## config.mk

```make
export PLATFORM = sky130hd
export DESIGN_NAME = elevator_scan_ctrl
export DESIGN_NICKNAME = d
export VERILOG_FILES = /design/src/rtl/elevator_scan_ctrl.sv
export SDC_FILE = /design/constraint.sdc
export NUM_CORES = 1
export LEC_CHECK = 0
export CAP_MARGIN = 20
export CORE_MARGIN = 10
export CORE_UTILIZATION = 40
export DETAILED_ROUTE_END_ITERATION = 8
export PLACE_DENSITY = 0.69
export SYNTH_ARGS = -nofsm -noshare
export SYNTH_HDL_FRONTEND = slang
export SYNTH_SLANG_ARGS = --single-unit
```

## constraint.sdc

```tcl
create_clock -name clk -period 4.7 [get_ports clk]
set_input_delay 0.94 -clock clk [delete_from_list [all_inputs] [get_ports clk]]
set_output_delay 0.94 -clock clk [all_outputs]
set_load 0.01 [all_outputs]
```

## src/rtl/elevator_scan_ctrl.sv

```systemverilog
// Single-car SCAN elevator controller: latches floor calls and serves them in sweep order,
// with per-floor travel time, a reloadable door dwell and a saturating idle detector.
module elevator_scan_ctrl #(
   parameter int N_FLOORS    = 8,
   parameter int FLOOR_W     = $clog2(N_FLOORS),
   parameter int MOVE_CYCLES = 2,
   parameter int DOOR_CYCLES = 3,
   parameter int IDLE_LIMIT  = 10
) (
   input  logic                clk,
   input  logic                rst,
   input  logic [N_FLOORS-1:0] req,
   output logic [FLOOR_W-1:0]  cur_floor,
   output logic                dir_up,
   output logic                moving,
   output logic                door_open,
   output logic                arrive,
   output logic [N_FLOORS-1:0] pending,
   output logic                idle_flag
);
   localparam int TMR_MAX = (MOVE_CYCLES > DOOR_CYCLES) ? MOVE_CYCLES : DOOR_CYCLES;
   localparam int TMR_W   = $clog2(TMR_MAX + 1);
   localparam int IDL_W   = $clog2(IDLE_LIMIT + 1);
   localparam logic [N_FLOORS-1:0] FLOOR_ONE = {{(N_FLOORS-1){1'b0}}, 1'b1};
   localparam logic [TMR_W-1:0]    MOVE_LAST = TMR_W'(MOVE_CYCLES - 1);
   localparam logic [TMR_W-1:0]    DOOR_LAST = TMR_W'(DOOR_CYCLES - 1);
   localparam logic [IDL_W-1:0]    IDLE_MAX  = IDL_W'(IDLE_LIMIT);

   typedef enum logic [1:0] {S_IDLE, S_MOVE, S_DOOR} state_t;

   state_t              state;
   logic [TMR_W-1:0]    timer;
   logic [IDL_W-1:0]    idle_cnt;

   logic [FLOOR_W-1:0]  step_floor;
   logic [FLOOR_W-1:0]  eval_floor;
   logic [N_FLOORS-1:0] eval_bit;
   logic [N_FLOORS-1:0] cur_bit;
   logic [N_FLOORS-1:0] above;
   logic [N_FLOORS-1:0] below;
   logic                ahead_any;
   logic                behind_any;
   logic                here;
   logic                move_done;
   logic                door_reload;
   logic                door_done;
   logic                evaluate;
   logic                go_door;
   logic                go_move;
   logic                go_flip;
   logic                stay_idle;
   logic [N_FLOORS-1:0] pending_nxt;
   logic [IDL_W-1:0]    idle_cnt_nxt;

   // The scan decision is taken for the floor the car will occupy after this edge:
   // the next floor when a move step completes, otherwise the current one.
   always_comb begin
      step_floor = dir_up ? cur_floor + 1'b1 : cur_floor - 1'b1;
      move_done  = (state == S_MOVE) && (timer == MOVE_LAST);
      eval_floor = move_done ? step_floor : cur_floor;
      eval_bit   = FLOOR_ONE << eval_floor;
      cur_bit    = FLOOR_ONE << cur_floor;
      above      = '0;
      below      = '0;
      for (int i = 0; i < N_FLOORS; i++) begin
         above[i] = FLOOR_W'(i) > eval_floor;
         below[i] = FLOOR_W'(i) < eval_floor;
      end
      ahead_any  = |(pending & (dir_up ? above : below));
      behind_any = |(pending & (dir_up ? below : above));
      here       = |(pending & eval_bit);

      // A call for the open floor keeps the door open instead of being latched.
      door_reload = (state == S_DOOR) && (|(req & cur_bit));
      door_done   = (state == S_DOOR) && !door_reload && (timer == DOOR_LAST);
      evaluate    = (state == S_IDLE) || move_done || door_done;
      go_door     = evaluate && here;
      go_move     = evaluate && !here && (ahead_any || behind_any);
      go_flip     = go_move && !ahead_any;

      pending_nxt = (pending | (req & ~((state == S_DOOR) ? cur_bit : '0)))
                    & ~(go_door ? eval_bit : '0);

      stay_idle    = (state == S_IDLE) && !go_door && !go_move;
      idle_cnt_nxt = !stay_idle ? '0 :
                     (idle_cnt == IDLE_MAX) ? idle_cnt : idle_cnt + 1'b1;
   end

   always_ff @(posedge clk or negedge rst) begin
      if (!rst) begin
         state     <= S_IDLE;
         cur_floor <= '0;
         dir_up    <= 1'b1;
         moving    <= 1'b0;
         door_open <= 1'b0;
         arrive    <= 1'b0;
         pending   <= '0;
         idle_flag <= 1'b0;
         timer     <= '0;
         idle_cnt  <= '0;
      end else begin
         pending   <= pending_nxt;
         idle_cnt  <= idle_cnt_nxt;
         idle_flag <= (idle_cnt_nxt == IDLE_MAX);
         arrive    <= move_done;
         if (move_done) cur_floor <= step_floor;

         if (evaluate) begin
            timer <= '0;
            if (go_door) begin
               state     <= S_DOOR;
               moving    <= 1'b0;
               door_open <= 1'b1;
            end else if (go_move) begin
               state     <= S_MOVE;
               moving    <= 1'b1;
               door_open <= 1'b0;
               if (go_flip) dir_up <= ~dir_up;
            end else begin
               state     <= S_IDLE;
               moving    <= 1'b0;
               door_open <= 1'b0;
            end
         end else if (door_reload) begin
            timer <= '0;
         end else begin
            timer <= timer + 1'b1;
         end
      end
   end
endmodule

```

==> results_dict.tcl <==
set metrics [dict create \
    status "finished, final reports clean" \
    crit_fanout 14 \
    whs_ns 0.483 \
    finalNonFillerCells 236 \
    worst_pin_slew_ns 0.694 \
    hold_path.class "flop to flop" \
    cts_buffer_depth 2 \
    synth_seq_cells 22 \
    synth_flop_cell "dfrtp_1" \
    post_synth.cell_area_avg_sq_um 9.77 \
    cp-start-kind "flop" \
    power_density_mw_per_mm2 393 \
    cts-buffers-inserted 3 \
    track_usage 0.127 \
    leakagePower_uw 0.000781 \
    postLayoutSetupSlackWorst_ns 1.38 \
    grt_pass1_vias 1428 \
    cts_root_buffer "clkbuf_8" \
    place_hpwl_um 3450 \
    vias_per_cell 5.90 \
    slew_violations 0 \
    cp.arrival_ns 3.50 \
    grt_busiest_layer "met2" \
    finalHoldViolCount 0 \
    io_pins 26 \
    cts_num_sinks 22 \
    rsz0062_at_grt "no" \
    grt_max_degree 23 \
    rows 22 \
    grt_use_met1 0.161 \
    slew_headroom 0.536 \
    cts_tree "yes" \
    fin_crit_ns 3.32 \
    design.die.area_sq_mm 0.00687 \
    holdBufCountCts 0 \
    nets 204 \
    async_reset_ff_frac 1.00 \
    areaGrowthSynthToFinish_pct 22.5 \
    dp_cells 231 \
    syn-cell-area_sq_mm 0.00158 \
    die_x_um 82.9 \
    min_period_over_period 0.706 \
    finalWirelength_um 4370 \
    antenna_found_initial 0 \
    gr-usage-met3 0.0254 \
    gp_congestion 0.926 \
    drc 0 \
    worstSetupPathType "flop to flop" \
    critPathCaptureType "flop" \
    drive_above_1_share 0.144 \
    utilization 0.518 \
    vias 1392 \
    pre_cts_ws_ns 1.48 \
    start_util 0.423 \
    crit_required_ns 4.88 \
    ys_types 56 \
    dr.pass1.iters 4 \
    layout_commonest_cell "clkdlybuf4s50_1" \
    final_cell_mix "25 x clkdlybuf4s50_1, 21 x dfrtp_1, 17 x a21oi_1, 16 x nor2_1, 12 x nand2_1" \
    wl_per_cell_um 18.5 \
    hold_start "timer[0]$_DFF_PN0_" \
    grt-ovfl-total 0 \
    fin_skew_ns 0.00700 \
    clkLatencyLatePin_ns 0.26 \
    fmax_mhz 301 \
    cts_resized 0 \
    ir_worst_vdd_mv 0.208 \
    clkTransAtPathRegs_ns 0.08 \
    syn_inst 162 \
    use_met2 0.212 \
    startpoint "cur_floor[0]$_DFF_PN0_" \
    core_sq_mm 0.00374 \
    n_antenna_cell 0 \
    drtIter0Drc 176 \
    die_h_um 82.9 \
    yosysSeqAreaShare 0.349 \
    maxCapViolations 0 \
    htree_levels 1 \
    rr_startpoint "cur_floor[0]$_DFF_PN0_" \
    reg2reg_slack_ns 1.38 \
    grt_pass1_wl_um 7430 \
    synth_warnings 0 \
    synth_fp_nets 177 \
    ant_nets 0 \
    setup_violations 0 \
    cts_setup_buffers 0 \
    setup-tns-final_ns 0 \
    synth-edff-count 0 \
    port_buffers 25 \
]
[worst paths after layout]
check,end,cells after the start
min in group asynchronous,pending[0]$_DFF_PN0_,1
setup / recovery,idle_flag$_DFF_PN0_,9
hold reg to reg,timer[0]$_DFF_PN0_,1
setup reg to reg,idle_flag$_DFF_PN0_,9
max in group asynchronous,dir_up$_DFFE_PN1P_,2
hold / removal,timer[0]$_DFF_PN0_,1
[sequential cells by signal (all words and copies together), names as in the netlist]
| name | count |
|---|---|
| idle_flag | 1 |
| cur_floor | 3 |
| dir_up | 1 |
| pending | 8 |
| state | 1 |
| arrive | 1 |
| idle_cnt | 4 |
| timer | 2 |
| door_open | 1 |
[layout make-up]
cell class              instances  area, sq um
multi-input cells             124          957
clock buffers                   4         45.0
inverters                      12         47.5
fillers                       335         1800
well taps                      48         60.1
flip-flops and latches         22          552
repair buffers                 26          278
[where the power goes]
| group | switching, uW | total, uW | internal [uW] |
|---|---|---|---|
| logic | 199 | 369 | 170 |
| registers | 54.1 | 271 | 217 |
| clock network | 61.9 | 122 | 60.5 |
[stage by stage]
| step | total power (uW) | area, sq um |
|---|---|---|
| detailed placement | 636 | 1870 |
| CTS | 759 | 1910 |
| finish | 762 | 1940 |
| global placement | 633 | 1870 |
| floorplan | 519 | 1580 |
| global route | 815 | 1940 |
[per-layer routing]
metal	wire, um	vias up
met2	2210	59
met5	0	-
met4	19	0
li1	-	649
met3	308	2
met1	1830	682
[critical path, stage by stage (launching register included)]
cell and delay [ns]:
dfrtp_1 0.63, inv_1 0.21, fa_1 0.67, nand4bb_1 0.20, o22ai_1 0.20, a221oi_1 0.56
mux2_4 0.25, o211a_4 0.19, nand4_4 0.14, nor3_2 0.19
[cell usage after synthesis (3+ instances only)]
master / count / area, sq um
nor2_1: 16 / 60.1
buf_2: 3 / 15.0
nand3_1: 6 / 30.0
inv_1: 10 / 37.5
nand2_1: 12 / 45.0
dfrtp_1: 21 / 526
o22ai_1: 3 / 18.8
o21ai_0: 3 / 15.0
nor3_1: 3 / 15.0
nand3b_1: 4 / 30.0
a21oi_1: 17 / 85.1
ha_1: 4 / 50.1
mux2i_1: 5 / 50.1
[cells by family after synthesis]
kind of cell	after synthesis	share of synthesized area
AND/OR/NAND/NOR	58	0.214
XOR/XNOR	5	0.0324
AO/OA/AOI/OAI	46	0.228
buffers and inverters	16	0.0466
flip-flops	22	0.349
multiplexers	10	0.0862
adder cells (fa/ha/maj)	5	0.0443
(Power assumes the default switching activity.)
